==> config.mk <==
export PLATFORM = sky130hd
export DESIGN_NAME = usb_ls_tx
export DESIGN_NICKNAME = d
export VERILOG_FILES = /design/src/rtl/usb_ls_tx_pkg.sv /design/src/rtl/usb_bit_timer.sv /design/src/rtl/usb_ls_tx.sv
export SDC_FILE = /design/constraint.sdc
export NUM_CORES = 1
export LEC_CHECK = 0
export CAP_MARGIN = 15
export CORE_UTILIZATION = 45
export DETAILED_ROUTE_END_ITERATION = 8
export PLACE_DENSITY = 0.76
export SLEW_MARGIN = 5
export SYNTH_ARGS = -nofsm -noshare
export SYNTH_HDL_FRONTEND = slang
export SYNTH_SLANG_ARGS = --single-unit
==> constraint.sdc <==
create_clock -name clk -period 5.7 [get_ports clk]
set_input_delay 0.57 -clock clk [delete_from_list [all_inputs] [get_ports clk]]
set_output_delay 0.57 -clock clk [all_outputs]
set_load 0.05 [all_outputs]
==> src/rtl/usb_ls_tx_pkg.sv <==
// Shared types for the low-speed USB transmitter: line states, FSM states,
// the SYNC pattern and the NRZI step.
package usb_ls_tx_pkg;

   // {D+, D-} as driven to the PHY; low-speed J is D- high.
   typedef enum logic [1:0] {
      SE0 = 2'b00,
      J   = 2'b01,
      K   = 2'b10
   } d_port_t;

   typedef enum logic [2:0] {
      IDLE,
      SYNC,
      DATA,
      EOP_SE0,
      EOP_J
   } tx_state_t;

   // Sent LSB first: 0000_0001.
   localparam logic [7:0] SYNC_PATTERN = 8'h80;

   function automatic d_port_t nrzi_next(input d_port_t cur, input logic b);
      d_port_t nxt;
      if (b) nxt = cur;
      else   nxt = (cur == J) ? K : J;
      return nxt;
   endfunction

endpackage

==> src/rtl/usb_bit_timer.sv <==
// Bit-phase counter: counts 0..CLKS_PER_BIT-1 and strobes bit_end on the last
// clock of each bit time. Held at zero while clear is high.
module usb_bit_timer #(
   parameter int unsigned CLKS_PER_BIT = 16
) (
   input  logic clk,
   input  logic reset,
   input  logic clear,
   output logic bit_end
);

   localparam int unsigned W = $clog2(CLKS_PER_BIT);
   localparam logic [W-1:0] LAST = W'(CLKS_PER_BIT - 1);

   logic [W-1:0] phase_q;

   always_ff @(posedge clk or posedge reset) begin
      if (reset) begin
         phase_q <= '0;
      end else if (clear || bit_end) begin
         phase_q <= '0;
      end else begin
         phase_q <= phase_q + 1'b1;
      end
   end

   assign bit_end = !clear && (phase_q == LAST);

endmodule

==> src/rtl/usb_ls_tx.sv <==
// Low-speed USB transmitter: SYNC, NRZI-encoded LSB-first payload with bit
// stuffing, then EOP. Line state and output enable are registered.
module usb_ls_tx
   import usb_ls_tx_pkg::*;
#(
   parameter int unsigned CLKS_PER_BIT = 16
) (
   input  logic       clk,
   input  logic       reset,
   input  logic       tx_valid,
   input  logic [7:0] tx_data,
   output logic       tx_ready,
   output d_port_t    d,
   output logic       oe,
   output logic       busy
);

   tx_state_t  state_q, state_d;
   logic [7:0] shift_q, shift_d;
   logic [2:0] bit_idx_q, bit_idx_d;
   logic [2:0] ones_q, ones_d;
   logic       stuff_q, stuff_d;
   d_port_t    line_q, line_d;
   logic       oe_q, oe_d;

   logic       bit_end;
   logic [2:0] ones_inc;
   logic       need_stuff;

   usb_bit_timer #(
      .CLKS_PER_BIT(CLKS_PER_BIT)
   ) u_bit_timer (
      .clk    (clk),
      .reset  (reset),
      .clear  (state_q == IDLE),
      .bit_end(bit_end)
   );

   always_ff @(posedge clk or posedge reset) begin
      if (reset) begin
         state_q   <= IDLE;
         shift_q   <= '0;
         bit_idx_q <= '0;
         ones_q    <= '0;
         stuff_q   <= 1'b0;
         line_q    <= J;
         oe_q      <= 1'b0;
      end else begin
         state_q   <= state_d;
         shift_q   <= shift_d;
         bit_idx_q <= bit_idx_d;
         ones_q    <= ones_d;
         stuff_q   <= stuff_d;
         line_q    <= line_d;
         oe_q      <= oe_d;
      end
   end

   // shift_q[0] is the payload bit of the current slot unless it is a stuff slot.
   assign ones_inc   = shift_q[0] ? ones_q + 3'd1 : 3'd0;
   assign need_stuff = !stuff_q && (ones_inc == 3'd6);

   always_comb begin
      state_d   = state_q;
      shift_d   = shift_q;
      bit_idx_d = bit_idx_q;
      ones_d    = ones_q;
      stuff_d   = stuff_q;
      line_d    = line_q;
      oe_d      = oe_q;
      tx_ready  = 1'b0;

      unique case (state_q)
         IDLE: begin
            line_d = J;
            oe_d   = 1'b0;
            if (tx_valid) begin
               state_d   = SYNC;
               shift_d   = SYNC_PATTERN;
               bit_idx_d = '0;
               ones_d    = '0;
               stuff_d   = 1'b0;
               line_d    = nrzi_next(J, SYNC_PATTERN[0]);
               oe_d      = 1'b1;
            end
         end

         SYNC, DATA: begin
            if (bit_end) begin
               ones_d = stuff_q ? 3'd0 : ones_inc;
               if (need_stuff) begin
                  stuff_d = 1'b1;
                  line_d  = nrzi_next(line_q, 1'b0);
               end else begin
                  stuff_d = 1'b0;
                  if (bit_idx_q == 3'd7) begin
                     // Byte boundary, including any trailing stuff bit.
                     tx_ready  = 1'b1;
                     bit_idx_d = '0;
                     if (tx_valid) begin
                        state_d = DATA;
                        shift_d = tx_data;
                        line_d  = nrzi_next(line_q, tx_data[0]);
                     end else begin
                        state_d = EOP_SE0;
                        line_d  = SE0;
                     end
                  end else begin
                     shift_d   = {1'b0, shift_q[7:1]};
                     bit_idx_d = bit_idx_q + 3'd1;
                     line_d    = nrzi_next(line_q, shift_q[1]);
                  end
               end
            end
         end

         EOP_SE0: begin
            if (bit_end) begin
               if (bit_idx_q == 3'd1) begin
                  state_d   = EOP_J;
                  bit_idx_d = '0;
                  line_d    = J;
               end else begin
                  bit_idx_d = bit_idx_q + 3'd1;
               end
            end
         end

         EOP_J: begin
            if (bit_end) begin
               state_d = IDLE;
               oe_d    = 1'b0;
               line_d  = J;
            end
         end

         default: state_d = IDLE;
      endcase
   end

   assign d    = line_q;
   assign oe   = oe_q;
   assign busy = (state_q != IDLE);

endmodule

==> flow_summary.toml, run 1 <==
[place]
dpl_cell_area_mm2 = 0.00177
portBuffers = 15
place.gp.congestion = 0.879
place_inst = 221
dp_hpwl_um = 2610

[synthesis]
synth_nets = 183
yosys_warnings = 0
ys_seq_elements = 25
ys_seq_area_share_pct = 39.4
async_flop_share_pct = 100
netlist_area_mm2 = 0.00159
dominantRegCellSynth = "dfrtp_1"
ys_types = 49
avgSynthCellArea_um2 = 9.57
netlist_instances = 166
synth_edf_count = 0

[clocking]
cts_buffers = 3
clockBufferDepth = 2
postCtsResizedCells = 0
tritoncts = "built"
cts_hold_buf = 0
cts_setup_buffers = 0
clk_pin_slew_worst_paths_ps = 140
clock_sinks = 25
cts-htree-levels = 1
clockRootBuffer = "clkbuf_4"
clk_latency_ps = 320

[drt]
drt_iter0_drc = 75
wl_per_cell_um = 15.2
dr.pass1.iters = 5
vias = 1307
route.detailed.drc = 0
wl_met1_um = 1520
ant_nets = 0
avgViaCountPerCell = 5.81
wl_met2_um = 1720
top_layer_used = "met4"
wl_met3_um = 109
wirelength_um = 3410

[power_and_ir_drop]
power.internal_mw = 0.427
ir_worst_vdd_v = 0.000158
p_leak_nw = 0.750
switching_power_mw = 0.292
p_sw_share_pct = 40.6
pwr-share-seq_pct = 41.5
p_per_area_mw_per_mm2 = 400
p_comb_share_pct = 46.9
p_clk_share_pct = 11.6

[die]
start_util_pct = 47.2
fp-row-count = 21
fp.dieH_um = 61.4
die_w_um = 61.4
io_pins = 16
coreArea_mm2 = 0.00336
dieArea_mm2 = 0.00377

[timing]
holdWs_ps = 476
finalCritPeriodShare_pct = 64.1
rsz0062_at_grt = "no"
worst_pin_slew_ps = 936
post-route-min-period_ps = 3660
drv_slew = 0
max_slew_margin_pct = 37.6
finalHoldViolCount = 0
finalClockSkew_ps = 1.37
setup_tns_ps = 0
fmaxAchievable_ghz = 0.274
setup_viol = 0

[hold_path]
hold_class = "reg2reg"
min_from = "u_bit_timer.phase_q[0]"

[finish]
final_area_mm2 = 0.00180
multiInputGateArea_um2 = 883
antenna_cells = 0
regArea_um2 = 627
fillers = 328
fin_cells = 225
layout_commonest_cell = "dfrtp_1"
drive_above_1_share_pct = 9.50
fin_nets = 197
final_cell_mix = "dfrtp_1 (24), nor2_1 (16), clkdlybuf4s50_1 (15)"
area_growth_pct = 13.1

[run]
maxCapViolCount = 0

[worst_setup_path]
worst_ep_required_time_ps = 5130
cp_data_arrival_time_ps = 3090
start_kind = "register"
criticalPathCategory = "reg2out"
startpoint = "ones_q[0]"
reg2reg_from = "bit_idx_q[0]"
endpoint_kind = "output port"
cp_max_fo = 5

[grt]
grt_pass1_wl_um = 5550
grt_pass1_vias = 1252
overflow = 0
grt_max_degree = 26
grt_antenna_before_repair = 0
grt_usage_pct = 20.0

[status]
run_status = "completed"
-- metal layers --
layer | track usage (%) | vias up
li1 | - | 628
met1 | 27.1 | 640
met2 | 33.9 | 32
met3 | 2.52 | 7
met4 | 5.40 | 0
met5 | 0 | -
-- flip-flops by register name (all words and copies together), names as in the netlist --
| register | count |
|---|---|
| shift_q | 8 |
| stuff_q | 1 |
| bit_idx_q | 3 |
| oe | 1 |
| d | 2 |
| ones_q | 3 |
| u_bit_timer.phase_q | 4 |
| state_q | 3 |
-- synthesized netlist by cell type (all sizes together), types with 2 or more instances --
library cell	number	area (um^2)
o21bai	2	15.0
dfrtp	24	601
inv	13	48.8
o21ai	11	58.8
and3	3	18.8
nor2	17	71.3
mux2i	10	100
o31ai	3	22.5
a2111oi	2	17.5
a211oi	2	20.0
nand2	11	41.3
nor3	4	25.0
mux2	4	48.8
o21a	2	15.0
buf	5	26.3
or2	2	12.5
nand3b	2	15.0
nand2b	2	12.5
a21oi	5	25.0
nand3	4	32.5
ha	6	75.1
a21o	2	15.0
o22ai	4	25.0
o2bb2ai	9	78.8
xnor2	3	26.3
-- stage by stage --
stage	worst slack, ps	util [%]	total power, mW
after floorplan	3180	-	0.550
after global placement	2260	52.5	0.615
after detailed placement	2240	52.5	0.639
after CTS	2050	53.4	0.726
after global routing	1880	53.4	0.773
final	2040	53.4	0.719
-- layout make-up --
class / count / area share (%)
inverters: 13 / 2.72
clock buffers: 3 / 1.25
flip-flops and latches: 25 / 34.9
clock inverters: 1 / 0.418
well taps: 46 / 3.20
repair buffers: 15 / 8.36
multi-input cells: 122 / 49.2
-- path summary, 6_finish.rpt --
check,cells past startpoint,to,slack [ps]
worst max-delay path,7,tx_ready,2040
worst min-delay path,1,u_bit_timer.phase_q[0],480
worst max register to register,6,d[0],3410
worst min register to register,1,u_bit_timer.phase_q[0],480
max in group asynchronous,2,state_q[0],4400
min in group asynchronous,2,ones_q[2],740
-- worst max-delay path: stages, from the launching register on --
cell and delay (ps):
dfrtp_1 450, ha_1 260, xnor2_1 390, o31ai_1 140, a211oi_2 350, o21a_1 200
and3_1 160, clkdlybuf4s50_1 800
-- logic make-up (layout without fill, tap and decap cells) --
group / count (synthesis) / count (layout) / synth area share, %
AO/OA/AOI/OAI: 48 / 48 / 22.0
AND/OR/NAND/NOR: 50 / 50 / 17.2
adder cells (fa/ha/maj): 6 / 6 / 4.72
XOR/XNOR: 4 / 4 / 2.21
multiplexers: 14 / 14 / 9.37
buffers and inverters: 19 / 32 / 4.96
flip-flops: 25 / 25 / 39.4
-- power groups by stage --
stage,logic [mW],clock network [mW],registers [mW]
finish,0.337,0.0833,0.299
global route,0.371,0.0937,0.308
CTS,0.341,0.0851,0.299
detailed placement,0.338,0,0.302
global placement,0.320,0,0.296
floorplan,0.229,0,0.321
No activity file was read; power rests on OpenSTA's default activity.
==> run 2, diff against run 1 <==
==> constraint.sdc (replaced) <==
create_clock -name clk -period 3.8 [get_ports clk]
set_input_delay 0.38 -clock clk [delete_from_list [all_inputs] [get_ports clk]]
set_output_delay 0.38 -clock clk [all_outputs]
set_load 0.05 [all_outputs]
==> run 2 against run 1 <==
Effect of this change:
- sequential power is 50% higher
- global-route usage is 1.4 points higher
- sequential share of layout area hardly changed
- non-clock buffer count stayed put
- cell count stayed put
- critical path depth stayed put
- clock skew is 1.2 ps higher
- first-iteration DRC count is 21% lower
- die area stayed put
- design area hardly changed
- largest power group unchanged
==> flow_summary.toml, run 2 (synthesized netlist as in run 1, its figures left out) <==
[clocking]
cts_hold_buf = 0
postCtsResizedCells = 0
cts-htree-levels = 1
clock_sinks = 25
clockBufferDepth = 2
cts_setup_buffers = 0
cts_buffers = 3
tritoncts = "built"
clk_pin_slew_worst_paths_ps = 160
clk_latency_ps = 330
clockRootBuffer = "clkbuf_4"

[grt]
grt_pass1_vias = 1243
grt_usage_pct = 21.4
grt_busiest_layer = "met2"
grt_pass1_wl_um = 5840
grt_max_degree = 26
use_met1_pct = 27.7
overflow = 0
grt_use_met3_pct = 2.52
use_met2_pct = 37.4
grt_antenna_before_repair = 0

[timing]
finalClockSkew_ps = 2.54
holdWs_ps = 490
layout_setup_ws_ps = 355
post-route-min-period_ps = 3450
setup_tns_ps = 0
worst_pin_slew_ps = 963
fmaxAchievable_ghz = 0.290
finalHoldViolCount = 0
finalCritPeriodShare_pct = 90.7
setup_viol = 0
rsz0062_at_grt = "no"
max_slew_margin_pct = 35.7
drv_slew = 0

[die]
die_w_um = 61.4
coreArea_mm2 = 0.00336
dieArea_mm2 = 0.00377
fp-row-count = 21
start_util_pct = 47.2
fp.dieH_um = 61.4
io_pins = 16

[finish]
layout_commonest_cell = "dfrtp_1"
fin_nets = 197
area_growth_pct = 13.1
drive_above_1_share_pct = 9.50
largestRegisters = "shift_q x8, u_bit_timer.phase_q x4"
regMostFlops = "shift_q"
antenna_cells = 0
final_cell_mix = "dfrtp_1 (24), nor2_1 (16), clkdlybuf4s50_1 (15)"
largest_register_ffs = 8
fillers = 321

[worst_setup_path]
cp_max_fo = 5
ff2ff_setup_slack_ps = 1460
worst_ep_required_time_ps = 3420
endpoint_kind = "output port"
slowest_stage = "clkdlybuf4s50_1"
critPathMaxStageDelay_ps = 810
crit_chain = "ha_1, xnor2_1, o31ai_1, a211oi_2, o21a_1, and3_1, clkdlybuf4s50_1"
reg2reg_from = "bit_idx_q[1]"
criticalPathCategory = "reg2out"
start_kind = "register"
cp_data_arrival_time_ps = 3070
cpLargestDelayFamily = "buffers and inverters"
r2r-end = "d[1]"
path_buf_inv = 1
r2r_cells = 6

[power_and_ir_drop]
ir_worst_vdd_v = 0.000255
power.internal_mw = 0.642
p_total_mw = 1.09
p_per_area_mw_per_mm2 = 604
p_comb_share_pct = 46.1
p_sw_share_pct = 40.9
switching_power_mw = 0.445
pwr-share-seq_pct = 41.3
p_leak_nw = 0.754
p_clk_share_pct = 12.6

[hold_path]
hold_path_end = "u_bit_timer.phase_q[0]"
hold_class = "reg2reg"
min_from = "u_bit_timer.phase_q[0]"
whs_path_depth = 1

[place]
place.gp.congestion = 0.901
portBuffers = 15
dp_hpwl_um = 2570
place_ws_ps = 732

[drt]
ant_nets = 0
wirelength_um = 3460
drt_iter0_drc = 59
vias = 1306
route.detailed.drc = 0
dr.pass1.iters = 4
wl_per_cell_um = 15.4
avgViaCountPerCell = 5.80

[run]
maxCapViolCount = 0

[status]
run_status = "completed"
[run 2: metrics by stage]
step                area, um^2  utilization (%)  cells
CTS                       1800             53.5    225
floorplan                 1590                -    166
detailed placement        1770             52.5    221
finish                    1800             53.5    225
global route              1800             53.5    225
global placement          1770             52.5    221
[run 2: power by group through the flow]
stage	registers [mW]	clock network, mW	logic, mW
finish	0.449	0.137	0.501
global placement	0.444	0	0.480
detailed placement	0.455	0	0.503
floorplan	0.481	0	0.344
global route	0.463	0.151	0.563
CTS	0.450	0.137	0.505
[run 2: cell type report]
cell class / instances / area (um^2) / share of cell area, %
multi-input cells: 122 / 883 / 49.1
clock buffers: 3 / 22.5 / 1.25
clock inverters: 1 / 8.76 / 0.487
well taps: 46 / 57.6 / 3.20
inverters: 13 / 48.8 / 2.71
repair buffers: 15 / 150 / 8.35
flip-flops and latches: 25 / 627 / 34.9
[run 2: per-layer routing]
metal  vias to the layer above  share of wire, %
li1                        627                 -
met1                       630                43
met2                        44                50
met5                         -                 0
met4                         0               1.3
met3                         5               5.1
[run 2: how the worst max path moves through the flow]
stage | start | to | slack, ps | depth (start not counted)
2_1_floorplan | ones_q[0] | tx_ready | 1470 | 6
3_3_place_gp | tx_valid | tx_ready | 760 | 7
3_5_place_dp | tx_valid | tx_ready | 730 | 7
4_1_cts | ones_q[0] | tx_ready | 370 | 7
5_1_grt | ones_q[0] | tx_ready | 180 | 7
6_report | ones_q[0] | tx_ready | 350 | 7
==> run 3, diff against run 2 <==
--- a/config.mk
+++ b/config.mk
@@ -7,6 +7,7 @@
 export LEC_CHECK = 0
 export CAP_MARGIN = 15
 export CORE_UTILIZATION = 45
+export CTS_CLUSTER_SIZE = 30
 export DETAILED_ROUTE_END_ITERATION = 8
 export PLACE_DENSITY = 0.76
 export SLEW_MARGIN = 5
==> results of run 3 <==
Final layout, timing and power as in run 2 (identical DEF).
